**src/rtl/scan_sel_sequencer_if.sv**
```systemverilog
// ============================================================================
//  Module   : scan_sel_sequencer_if
//  Purpose  : Control/status bundle between a scan controller and the
//             scan_sel_sequencer select generator.
//  Signals  : start      - begin a frame (controller -> sequencer)
//             abort      - terminate the current frame immediately
//             cont       - repeat mode, sampled at frame end
//             mask[15:0] - slot enable mask, latched at frame start
//             sel[3:0]   - current slot index to the 4-to-16 decoder
//             sel_valid  - decoder enable
//             busy       - a frame is in progress
//             frame_done - one-cycle pulse when a frame completes
//  Modports : master (controller side), slave (sequencer side)
//  Revision : 1.0 - initial release
// ============================================================================
`default_nettype none

interface scan_sel_sequencer_if;
    logic        start;
    logic        abort;
    logic        cont;
    logic [15:0] mask;
    logic [3:0]  sel;
    logic        sel_valid;
    logic        busy;
    logic        frame_done;

    modport master (
        output start, abort, cont, mask,
        input  sel, sel_valid, busy, frame_done
    );

    modport slave (
        input  start, abort, cont, mask,
        output sel, sel_valid, busy, frame_done
    );
endinterface

`default_nettype wire

```
**src/rtl/scan_sel_sequencer.sv**
```systemverilog
// ============================================================================
//  Module   : scan_sel_sequencer
//  Purpose  : Steps a 4-bit decoder select code through the set bits of a
//             16-slot mask, lowest index first, holding each slot for DWELL
//             cycles. Supports start/done handshake, abort and continuous
//             repeat.
//  Ports    : clk   - system clock, rising edge
//             rst_n - synchronous reset, active-low
//             sif   - scan_sel_sequencer_if.slave (start/abort/cont/mask in,
//                     sel/sel_valid/busy/frame_done out)
//  Params   : DWELL - cycles per selected slot (1..256)
//             SEL_W - select width, fixed at 4 for the 16-output decoder
//  Revision : 1.0 - initial release
// ============================================================================
`default_nettype none

module scan_sel_sequencer #(
    parameter int DWELL = 4,
    parameter int SEL_W = 4
) (
    input  wire logic              clk,
    input  wire logic              rst_n,
    scan_sel_sequencer_if.slave    sif
);

    // Timer counts DWELL-1 down to 0, so DWELL=256 still fits in 8 bits.
    localparam int TMR_W = (DWELL > 1) ? $clog2(DWELL) : 1;
    localparam logic [TMR_W-1:0] c_TMR_RELOAD = TMR_W'(DWELL - 1);

    typedef enum logic [0:0] {
        ST_IDLE = 1'b0,
        ST_SCAN = 1'b1
    } state_t;

    state_t            r_state;
    logic [15:0]       r_mask;
    logic [TMR_W-1:0]  r_timer;
    logic [SEL_W-1:0]  r_sel;
    logic              r_valid;
    logic              r_busy;
    logic              r_done;

    logic [SEL_W-1:0]  w_first_idx;
    logic              w_first_found;
    logic [SEL_W-1:0]  w_next_idx;
    logic              w_next_found;

    // Lowest set bit of the live mask (used at every latch point) and the
    // lowest set bit strictly above the current slot in the latched mask.
    // Descending loops leave the lowest qualifying index as the result.
    always_comb begin
        w_first_idx   = '0;
        w_first_found = 1'b0;
        w_next_idx    = '0;
        w_next_found  = 1'b0;
        for (int i = 15; i >= 0; i--) begin
            if (sif.mask[i]) begin
                w_first_idx   = SEL_W'(i);
                w_first_found = 1'b1;
            end
            if (r_mask[i] && (i > int'(r_sel))) begin
                w_next_idx   = SEL_W'(i);
                w_next_found = 1'b1;
            end
        end
    end

    always_ff @(posedge clk) begin
        if (!rst_n) begin
            r_state <= ST_IDLE;
            r_mask  <= '0;
            r_timer <= '0;
            r_sel   <= '0;
            r_valid <= 1'b0;
            r_busy  <= 1'b0;
            r_done  <= 1'b0;
        end else begin
            r_done <= 1'b0;
            case (r_state)
                ST_IDLE: begin
                    // abort outranks start; abort alone has no effect here.
                    if (!sif.abort && sif.start) begin
                        if (w_first_found) begin
                            r_mask  <= sif.mask;
                            r_sel   <= w_first_idx;
                            r_timer <= c_TMR_RELOAD;
                            r_valid <= 1'b1;
                            r_busy  <= 1'b1;
                            r_state <= ST_SCAN;
                        end else begin
                            // Empty frame: report completion without scanning.
                            r_done <= 1'b1;
                        end
                    end
                end

                ST_SCAN: begin
                    if (sif.abort) begin
                        r_state <= ST_IDLE;
                        r_timer <= '0;
                        r_sel   <= '0;
                        r_valid <= 1'b0;
                        r_busy  <= 1'b0;
                    end else if (r_timer != '0) begin
                        r_timer <= r_timer - TMR_W'(1);
                    end else if (w_next_found) begin
                        // Direct slot-to-slot hop keeps the decoder enabled
                        // with no gap cycle.
                        r_sel   <= w_next_idx;
                        r_timer <= c_TMR_RELOAD;
                    end else begin
                        r_done <= 1'b1;
                        if (sif.cont && w_first_found) begin
                            r_mask  <= sif.mask;
                            r_sel   <= w_first_idx;
                            r_timer <= c_TMR_RELOAD;
                        end else begin
                            r_state <= ST_IDLE;
                            r_sel   <= '0;
                            r_valid <= 1'b0;
                            r_busy  <= 1'b0;
                        end
                    end
                end

                default: begin
                    r_state <= ST_IDLE;
                end
            endcase
        end
    end

    assign sif.sel        = r_sel;
    assign sif.sel_valid  = r_valid;
    assign sif.busy       = r_busy;
    assign sif.frame_done = r_done;

endmodule

`default_nettype wire

```
**src/flat_wrapper.sv**
```systemverilog
// flat-port wrapper written by rule: the top's interface ports become plain ports
module scan_sel_sequencer_flat 
#(
    parameter int DWELL = 4,
    parameter int SEL_W = 4
)
  (clk, rst_n, sif_start, sif_abort, sif_cont, sif_mask, sif_sel, sif_sel_valid, sif_busy, sif_frame_done);
  scan_sel_sequencer_if sif_i ();
  input  wire logic clk;
  input  wire logic rst_n;
  input wire logic [$bits(sif_i.start)-1:0] sif_start;
  input wire logic [$bits(sif_i.abort)-1:0] sif_abort;
  input wire logic [$bits(sif_i.cont)-1:0] sif_cont;
  input wire logic [$bits(sif_i.mask)-1:0] sif_mask;
  output wire logic [$bits(sif_i.sel)-1:0] sif_sel;
  output wire logic [$bits(sif_i.sel_valid)-1:0] sif_sel_valid;
  output wire logic [$bits(sif_i.busy)-1:0] sif_busy;
  output wire logic [$bits(sif_i.frame_done)-1:0] sif_frame_done;
  assign sif_i.start = sif_start;
  assign sif_i.abort = sif_abort;
  assign sif_i.cont = sif_cont;
  assign sif_i.mask = sif_mask;
  assign sif_sel = sif_i.sel;
  assign sif_sel_valid = sif_i.sel_valid;
  assign sif_busy = sif_i.busy;
  assign sif_frame_done = sif_i.frame_done;
  scan_sel_sequencer #(.DWELL(DWELL), .SEL_W(SEL_W)) u_core (.clk(clk), .rst_n(rst_n), .sif(sif_i));
endmodule
```
**config.mk**
```make
export PLATFORM = sky130hd
export DESIGN_NAME = scan_sel_sequencer_flat
export DESIGN_NICKNAME = d
export VERILOG_FILES = /design/src/rtl/scan_sel_sequencer_if.sv /design/src/rtl/scan_sel_sequencer.sv /design/src/flat_wrapper.sv
export SDC_FILE = /design/constraint.sdc
export NUM_CORES = 1
export LEC_CHECK = 0
export BUFFER_PORTS_ARGS = -buffer_cell sky130_fd_sc_hd__buf_4
export CAP_MARGIN = 10
export CORE_UTILIZATION = 50
export DETAILED_ROUTE_END_ITERATION = 10
export GPL_TIMING_DRIVEN = 0
export PLACE_DENSITY = 0.72
export SKIP_CTS_REPAIR_TIMING = 1
export SLEW_MARGIN = 20
export SYNTH_ARGS = -nofsm -noshare
export SYNTH_HDL_FRONTEND = slang
export SYNTH_SLANG_ARGS = --single-unit
export TNS_END_PERCENT = 20
```
**constraint.sdc**
```tcl
create_clock -name clk -period 2.7 [get_ports clk]
set_clock_uncertainty 0.2 [all_clocks]
set_input_delay 0.135 -clock clk [delete_from_list [all_inputs] [get_ports clk]]
set_output_delay 0.135 -clock clk [all_outputs]
set_load 0.005 [all_outputs]
```
==> run summary <==
commonest non-fill, non-tap cells in the layout: 43 x nand2_1, 27 x buf_4, 23 x dfxtp_1, 22 x nor2_1, 19 x dlygate4sd3_1
top cell type's share of synthesized area: 26.9%
Final ANT Viol Nets: 0
die area: 3820 sq um
Die Ht: 61.8 um
htree depth: 1
global-route congestion overflow total: 0
# DRC: 0
via count: 1885
Sink Count: 24
Total Routing Usage GR: 27.1%
Worst Path Arrival: 2550 ps
WHS Path Cells: 3
initial antenna violation count: 0
CP bufs+invs: 1
status: finished clean
WL/cell: 14.8 um
P_leak: 0.960 nW
total I/O pin count: 28
Yosys warnings: 0
R2R Path Start: u_core.sif.sel[0]
clk buf depth: 2
worst hold path endpoint: u_core.r_mask[2]
data required time of the worst path: 2750 ps
maximum VDD drop: 0.000226 V
syn nets: 255
most common flop cell mapped by yosys: dfxtp_1
crit-path cells: nor2_1 -> nand2_1 -> a221oi_1 -> nor3_2 -> a21boi_4 -> buf_12 -> mux2i_1
Setup CP Type: flip-flop to flip-flop
library cells used by synthesis: 58
Synth Instances: 233
vias per inst: 5.82
number of synthesized flops with an enable pin: 0
Synth-to-Final Area Change: 26.0%
Post-synth ARST share: 0%
CP delay by family, top: simple AND/OR/NAND/NOR gates
Crit Reg-Reg Endpoint: u_core.r_mask[5]
n_diodes: 0
Worst path slowest cell: nor2_1
worst r2r path cells: 7
Pwr per Cell Area: 433 nW/um^2
Mean Syn Cell Area: 7.67 sq um
Initial Utilization: 52.8%
fin. max-slew vios: 0
min-delay src: rst_n
Slew @ Worst Pin: 608 ps
hpwl dp: 3600 um
hold slack: 7.57 ps
Pre-antenna DRT Iters: 6
chip width: 61.8 um
Cell Area, Synth: 1790 sq um
relative slew slack: 58.4%
CP endpoint kind: flip-flop
Fmax: 0.399 GHz
Startpoint Class: flip-flop
Final Cycle Share: 92.8%
first-pass GRT wire length: 7760 um
IO buf count: 26
final setup TNS: 0 ps
clock latency on the worst-skew pair: 320 ps
post-synthesis sequential area ratio: 26.9%
RSZ-0062 raised after global routing: false
Final Wtd Congestion: 0.861
Final Setup Violations: 0
largest net degree at the start of global routing: 15
Core Box Area: 3390 sq um
layout cells sized above 1: 17.6%
final net count: 301
Initial DRC Count: 144
FP Rows: 21
clk slew on worst S/H paths: 150 ps
TritonCTS Buffers: 3
Largest stage delay, worst path: 480 ps
commonest non-fill, non-tap cell in the layout: nand2_1
minimum clock period: 2510 ps
CTS tree: done
number of global-route vias before repair: 1657
Hold Path Class: primary input to flip-flop
flop2flop setup slack: 190 ps
drt total wl: 4780 um
synth top area cells: dfxtp_1 27%, nand2_1 9.0%, mux2i_1 9.0%
# Max-Cap Violations: 0
critical path fanouts, max: 10
flops & latches, synth: 24
CTS Root Cell: clkbuf_4
total power: 975 uW
most area-hungry cell type in the Yosys netlist: dfxtp_1
Fin. Hold Viols: 0
layout make-up:
cell class | count | area [sq um]
Buffer | 10 | 80.1
Clock buffer | 3 | 22.5
Clock inverter | 1 | 30.0
Fill cell | 311 | 1140
Inverter | 8 | 30.0
Multi-Input combinational cell | 190 | 1200
Sequential cell | 24 | 482
Tap cell | 46 | 57.6
Timing Repair Buffer | 42 | 355
report_power, final:
group	switching, mW	total (mW)	internal [mW]
registers	0.0286	0.406	0.377
logic	0.158	0.303	0.145
clock network	0.116	0.266	0.150
registers in the layout, indices dropped and copies added (netlist names):
name,flops
u_core.r_state,1
u_core.r_timer,2
u_core.sif.frame_done,1
u_core.sif.sel_valid,1
u_core.sif.sel,4
u_core.r_mask,15
worst max path at each step:
stage / start / endpoint / depth (start not counted)
finish: u_core.sif.sel[0] / u_core.r_mask[5] / 7
floorplan: sif_mask[11] / u_core.r_mask[10] / 7
detailed placement: u_core.sif.sel[0] / u_core.r_timer[1] / 8
global placement: u_core.sif.sel[0] / u_core.sif.sel[0] / 8
CTS: u_core.sif.sel[0] / u_core.sif.sel[0] / 8
global route: u_core.sif.sel[1] / u_core.sif.sel[0] / 8
cells by family (layout without fill, tap and decap cells):
family	Yosys count	after routing	synth area share [%]
buf+inv	19	64	6.23
flops	24	24	26.9
mux	16	16	8.96
fa+ha+maj	1	1	0.700
compound gates	72	72	29.0
simple gates	101	101	28.3
tightest hold or removal path, delay by kind of cell:
| kind | cells | cell delay, ps |
|---|---|---|
| buf+inv | 1 | 180 |
| mux | 1 | 60 |
| simple gates | 1 | 120 |
per-layer routing:
metal	up-vias	wire (um)	GRT usage, %
li1	953	-	-
met1	867	2290	41.1
met2	61	2150	41.5
met3	4	308	3.31
met4	0	34	4.44
met5	-	0	0
stage by stage:
step	util (%)	std cells	setup slack [ps]	cell area, sq um
6_report	66.5	324	194	2250
5_1_grt	66.5	324	19.4	2250
4_1_cts	61.8	309	19.3	2090
3_5_place_dp	60.2	305	33.7	2040
3_3_place_gp	60.2	305	61.0	2040
2_1_floorplan	-	233	392	1790
synthesized netlist by cell type (2+ instances only):
cell type,n
a2bb2oi_1,3
a2111oi_0,2
o22ai_1,4
nor3_1,4
clkbuf_1,5
a21boi_1,2
o21ai_0,8
nand2_1,43
nand2b_1,2
o31a_1,2
a311oi_1,2
inv_1,7
a21oi_1,10
or2_1,3
a21o_1,3
nor2b_1,8
a32oi_1,3
a211oi_1,5
o31ai_1,4
nor2_1,22
o221ai_1,2
nand3_1,3
dlygate4sd3_1,3
or4_4,4
o21ai_1,2
dfxtp_1,24
mux2i_1,16
a31oi_1,7
Power figures use the tool's default switching activity.
